<file path="src/rtl/riscv_mem_pkg.sv">
// Shared RV32I load/store definitions: funct3 codes, sequencer states,
// byte-count and legality helpers.
package riscv_mem_pkg;

  localparam logic [2:0] F3_B  = 3'b000;
  localparam logic [2:0] F3_H  = 3'b001;
  localparam logic [2:0] F3_W  = 3'b010;
  localparam logic [2:0] F3_BU = 3'b100;
  localparam logic [2:0] F3_HU = 3'b101;

  typedef enum logic [1:0] {
    IDLE = 2'd0,
    XFER = 2'd1,
    DONE = 2'd2
  } state_t;

  function automatic logic [2:0] byte_count(input logic [2:0] funct3);
    case (funct3)
      F3_B, F3_BU: return 3'd1;
      F3_H, F3_HU: return 3'd2;
      default:     return 3'd4;
    endcase
  endfunction

  // Unsigned variants exist only for loads.
  function automatic logic funct3_legal(input logic we, input logic [2:0] funct3);
    case (funct3)
      F3_B, F3_H, F3_W: return 1'b1;
      F3_BU, F3_HU:     return !we;
      default:          return 1'b0;
    endcase
  endfunction

endpackage

</file>
<file path="src/rtl/load_extend.sv">
// Combinational load result formatter: sign/zero extension of the
// assembled little-endian bytes according to funct3.
module load_extend
  import riscv_mem_pkg::*;
#(
  parameter int XLEN = 32
) (
  input  logic [2:0]      funct3,
  input  logic [31:0]     raw,
  output logic [XLEN-1:0] rdata
);

  always_comb begin
    rdata = '0;
    case (funct3)
      F3_B:    rdata = XLEN'($signed(raw[7:0]));
      F3_H:    rdata = XLEN'($signed(raw[15:0]));
      F3_BU:   rdata = XLEN'(raw[7:0]);
      F3_HU:   rdata = XLEN'(raw[15:0]);
      default: rdata = XLEN'(raw);
    endcase
  end

endmodule

</file>
<file path="src/rtl/mem_byte_sequencer.sv">
// Splits RV32I loads/stores into single-byte accesses on a byte-wide memory.
// Define MISALIGN_TRAP_EN to reject misaligned halfword/word requests.
module mem_byte_sequencer
  import riscv_mem_pkg::*;
#(
  parameter int ADDR_W = 5,
  parameter int XLEN   = 32
) (
  input  logic              clk,
  input  logic              rst,
  input  logic              req_valid,
  input  logic              req_we,
  input  logic [2:0]        req_funct3,
  input  logic [XLEN-1:0]   req_addr,
  input  logic [XLEN-1:0]   req_wdata,
  output logic              ready,
  output logic              done,
  output logic              err,
  output logic [XLEN-1:0]   rdata,
  output logic [ADDR_W-1:0] mem_wr_addr,
  output logic [ADDR_W-1:0] mem_rd_addr,
  output logic [XLEN-1:0]   mem_wr_data,
  output logic              mem_sw,
  input  logic [XLEN-1:0]   mem_rd_data
);

  state_t            state;
  logic              we_q;
  logic [2:0]        f3_q;
  logic [ADDR_W-1:0] base_q;
  logic [31:0]       wdata_q;
  logic [2:0]        n_q;
  logic [1:0]        k_q;
  logic [31:0]       raw_q;
  logic [XLEN-1:0]   rdata_q;
  logic              err_q;

  logic              accept;
  logic              illegal;
  logic              last;
  logic              in_xfer;
  logic              store_active;
  logic [ADDR_W-1:0] cur_addr;
  logic [7:0]        wr_byte;
  logic [31:0]       raw_nxt;
  logic [XLEN-1:0]   ext_data;

  logic unused_bits;
  assign unused_bits = ^{mem_rd_data[XLEN-1:8], req_addr[XLEN-1:ADDR_W]};

  assign ready  = (state == IDLE);
  assign done   = (state == DONE);
  assign err    = err_q;
  assign rdata  = rdata_q;
  assign accept = req_valid && ready;

  always_comb begin
    illegal = !funct3_legal(req_we, req_funct3);
`ifdef MISALIGN_TRAP_EN
    if ((byte_count(req_funct3) == 3'd2 && req_addr[0]) ||
        (byte_count(req_funct3) == 3'd4 && req_addr[1:0] != 2'b00))
      illegal = 1'b1;
`endif
  end

  assign in_xfer  = (state == XFER);
  assign last     = ({1'b0, k_q} == n_q - 3'd1);
  assign cur_addr = base_q + ADDR_W'(k_q);
  assign wr_byte  = wdata_q[{k_q, 3'b000} +: 8];

  // The write strobe is gated by rst so an aborting reset suppresses the
  // byte that would otherwise be written on the very edge that resets us.
  assign store_active = in_xfer && we_q && !rst;

  assign mem_sw      = store_active;
  assign mem_wr_data = store_active ? XLEN'(wr_byte) : '0;
  assign mem_wr_addr = in_xfer ? cur_addr : '0;
  assign mem_rd_addr = in_xfer ? cur_addr : '0;

  always_comb begin
    raw_nxt = raw_q;
    raw_nxt[{k_q, 3'b000} +: 8] = mem_rd_data[7:0];
  end

  load_extend #(.XLEN(XLEN)) u_load_extend (
    .funct3 (f3_q),
    .raw    (raw_nxt),
    .rdata  (ext_data)
  );

  always_ff @(posedge clk) begin
    if (rst) begin
      state   <= IDLE;
      we_q    <= 1'b0;
      f3_q    <= '0;
      base_q  <= '0;
      wdata_q <= '0;
      n_q     <= '0;
      k_q     <= '0;
      raw_q   <= '0;
      rdata_q <= '0;
      err_q   <= 1'b0;
    end else begin
      err_q <= 1'b0;
      case (state)
        IDLE: begin
          if (accept) begin
            if (illegal) begin
              err_q <= 1'b1;
            end else begin
              state   <= XFER;
              we_q    <= req_we;
              f3_q    <= req_funct3;
              base_q  <= req_addr[ADDR_W-1:0];
              wdata_q <= req_wdata[31:0];
              n_q     <= byte_count(req_funct3);
              k_q     <= '0;
              raw_q   <= '0;
            end
          end
        end
        XFER: begin
          if (!we_q) raw_q <= raw_nxt;
          if (last) begin
            state   <= DONE;
            rdata_q <= we_q ? '0 : ext_data;
          end else begin
            k_q <= k_q + 2'd1;
          end
        end
        DONE:    state <= IDLE;
        default: state <= IDLE;
      endcase
    end
  end

endmodule

</file>
<file path="config.mk">
export PLATFORM = sky130hd
export DESIGN_NAME = mem_byte_sequencer
export DESIGN_NICKNAME = d
export VERILOG_FILES = /design/src/rtl/riscv_mem_pkg.sv /design/src/rtl/load_extend.sv /design/src/rtl/mem_byte_sequencer.sv
export SDC_FILE = /design/constraint.sdc
export NUM_CORES = 1
export LEC_CHECK = 0
export ABC_AREA = 1
export BUFFER_PORTS_ARGS = -buffer_cell sky130_fd_sc_hd__buf_2
export CORE_MARGIN = 2
export CORE_UTILIZATION = 35
export DETAILED_ROUTE_END_ITERATION = 6
export PLACE_DENSITY = 0.65
export SYNTH_ARGS = -nofsm -noshare
export SYNTH_HDL_FRONTEND = slang
export SYNTH_SLANG_ARGS = --single-unit
</file>
<file path="constraint.sdc">
create_clock -name clk -period 2.1 [get_ports clk]
set_input_delay 0.21 -clock clk [delete_from_list [all_inputs] [get_ports clk]]
set_output_delay 0.21 -clock clk [all_outputs]
set_load 0.005 [all_outputs]
</file>
==> flow_summary.json <==
{
  "status": "finished, final reports clean",
  "path_class": "flop to output port",
  "die_y_um": 130,
  "final_hold_viol_count": 0,
  "path_max_fanout": 4,
  "cap_violations": 0,
  "pin_count": 181,
  "syn_avg_cell_area_um2": 6.96,
  "yosys_warnings": 0,
  "fin_crit_ps": 2000,
  "cts.htree.levels": 4,
  "die_w_um": 130,
  "drc": 0,
  "finalHoldWorstSlack_ps": 40.5,
  "ant_nets": 0,
  "grt_setup_unrepaired": "no",
  "rows": 46,
  "worst_hold_path_type": "input pin to flop",
  "numCtsBuffers": 17,
  "slew_headroom_pct": 58.1,
  "critical-path-slowest-cell": "fa_2",
  "fmax_ghz": 0.500,
  "power_density_nw_per_um2": 840,
  "initial_core_util_pct": 35.5,
  "netlist_top_cells_area": "dfxtp_1, nor2_1, nand2_1",
  "grt_pass1_vias": 4840,
  "start_kind": "flop",
  "slowest_delay_ps": 370,
  "fin_skew_ps": 7.45,
  "synth-edff-count": 0,
  "nets": 1003,
  "antenna_found_initial": 3,
  "hold_depth": 3,
  "synthArstFlopShare_pct": 0,
  "post_drt_wl_per_cell_um": 13.0,
  "synth.distinct_cells": 35,
  "worst_pin_slew_ps": 628,
  "clock_sinks": 113,
  "root_buffer": "clkbuf_16",
  "seq_area_frac_synth_pct": 40.5,
  "dr.pass1.iters": 5,
  "gp_congestion": 0.850,
  "totalNegativeSetupSlack_ps": 0,
  "leakagePower_uw": 0.00282,
  "syn-instance-count": 802,
  "grt_max_degree": 54,
  "core_um2": 15700,
  "portBuffers": 105,
  "fin_crit_sh_pct": 95.2,
  "yosysMostFrequentCell": "nor2_1",
  "grt_usage_pct": 17.8,
  "grt.overflow.total": 0,
  "setup_viol": 0,
  "avgViaCountPerCell": 4.74,
  "synth_largest_area_cell": "dfxtp_1",
  "arrival_ps": 1790,
  "hpwl_um": 10200,
  "clk_latency_ps": 420,
  "die-area_um2": 17000,
  "r2r_cells": 9,
  "ir_drop_mv": 0.643,
  "routed_wirelength_um": 14600,
  "crit_chain": "ha_4 > fa_2 > nand3_2 > o21ai_1 > a21oi_1 > buf_2",
  "synthFlopType": "dfxtp_1",
  "worst_setup_path_end_kind": "output port",
  "required_ps": 1890,
  "slew_violations": 0,
  "syn_to_final_growth_pct": 20.7,
  "cts_tree": "built",
  "ys_seq_elements": 113,
  "drt-initial-drc-count": 359,
  "vias": 5307,
  "ys_top_cells_by_count": "nor2_1, nand2_1, dfxtp_1, o21ai_0, a21oi_1",
  "synth_top_cell_area_share_pct": 40.5,
  "cts.clk_slew.worst_paths_ps": 50,
  "syn-cell-area_um2": 5580,
  "clock_path_buffers": 2,
  "drive_gt1_share_pct": 22.6,
  "grt_pass1_wl_um": 23600
}
## area by class of cell
cell class,instances,area (µm²)
fill,1688,8970
multi-input combinational,605,2870
sequential,113,2270
timing repair buffer,124,672
clock buffer,24,482
tap,216,270
inverter,30,113
clock inverter,6,57.6
antenna,2,5.00
## power breakdown
part	switching [µW]	total [µW]	internal (µW)
clock network	945	2640	1690
registers	50.4	2290	2240
logic	496	731	235
total	1490	5660	4170
## metal layers
metal	GRT usage, %	wire [µm]	up-vias
li1	-	-	2715
met1	22.6	6520	2404
met2	28.5	6840	159
met3	5.86	949	27
met4	6.45	258	2
met5	0	17	-
## cells in the final DEF (no fill, tap or decap), drive strengths merged
| cell type | netlist | layout |
|---|---|---|
| clkbuf | 21 | 24 |
| ha | 8 | 8 |
| diode | 0 | 2 |
| bufinv | 0 | 1 |
| fa | 1 | 1 |
| xnor2 | 2 | 2 |
| or2 | 7 | 7 |
| conb | 1 | 24 |
| a21oi | 85 | 85 |
| clkinv | 1 | 5 |
| buf | 56 | 124 |
| nand2 | 164 | 164 |
| dfxtp | 113 | 113 |
| nand4 | 1 | 1 |
| nor2 | 174 | 174 |
| o21ai | 92 | 92 |
| clkinvlp | 0 | 1 |
| nor3 | 2 | 2 |
| nand3 | 45 | 45 |
| inv | 29 | 29 |
## state kept, by name, summed over array words and instances (netlist names)
name / cells
state: 2
err: 1
n_q: 3
raw_q: 32
wdata_q: 32
base_q: 5
rdata: 32
f3_q: 3
k_q: 2
we_q: 1
## critical path: cells and delay by family (launching register included)
family | cells | cell delay, ps
buffers and inverters | 1 | 150
DFF | 1 | 360
and+or+nand+nor | 1 | 90
adders and majority gates | 2 | 540
AOI/OAI and AO/OA | 2 | 230
## worst paths after layout
kind	startpoint	end	slack, ps
worst max-delay path	k_q[0]	mem_rd_addr[4]	100
worst min-delay path	req_wdata[6]	wdata_q[6]	40
worst max register to register	k_q[1]	rdata[21]	210
worst min register to register	rdata[9]	rdata[9]	460
## through the flow
step | power [µW] | cell area, µm² | util (%) | instances | worst slack (ps)
after global routing | 5920 | 6730 | 42.8 | 1118 | 15.9
after floorplan | 2890 | 5680 | - | 825 | 2.57
after detailed placement | 3050 | 6140 | 39.1 | 1087 | 245
after CTS | 5700 | 6700 | 42.6 | 1118 | 0.201
final | 5660 | 6740 | 42.9 | 1120 | 100
after global placement | 3050 | 6140 | 39.1 | 1087 | 265
## cell families after synthesis
| kind of cell | Yosys count | synth area share, % |
|---|---|---|
| and+or+nand+nor | 393 | 29.7 |
| DFF | 113 | 40.5 |
| other | 1 | 0.0672 |
| adders and majority gates | 9 | 2.15 |
| xor gates and xnor gates | 2 | 0.314 |
| AOI/OAI and AO/OA | 177 | 16.9 |
| buffers and inverters | 107 | 10.4 |
## timing repair
item	CTS	global route
pin swaps	0	2
setup buffers	1	0
gates resized for setup	2	12
hold buffers	0	0
endpoints found under the setup margin	4	14
(Power assumes the default switching activity.)
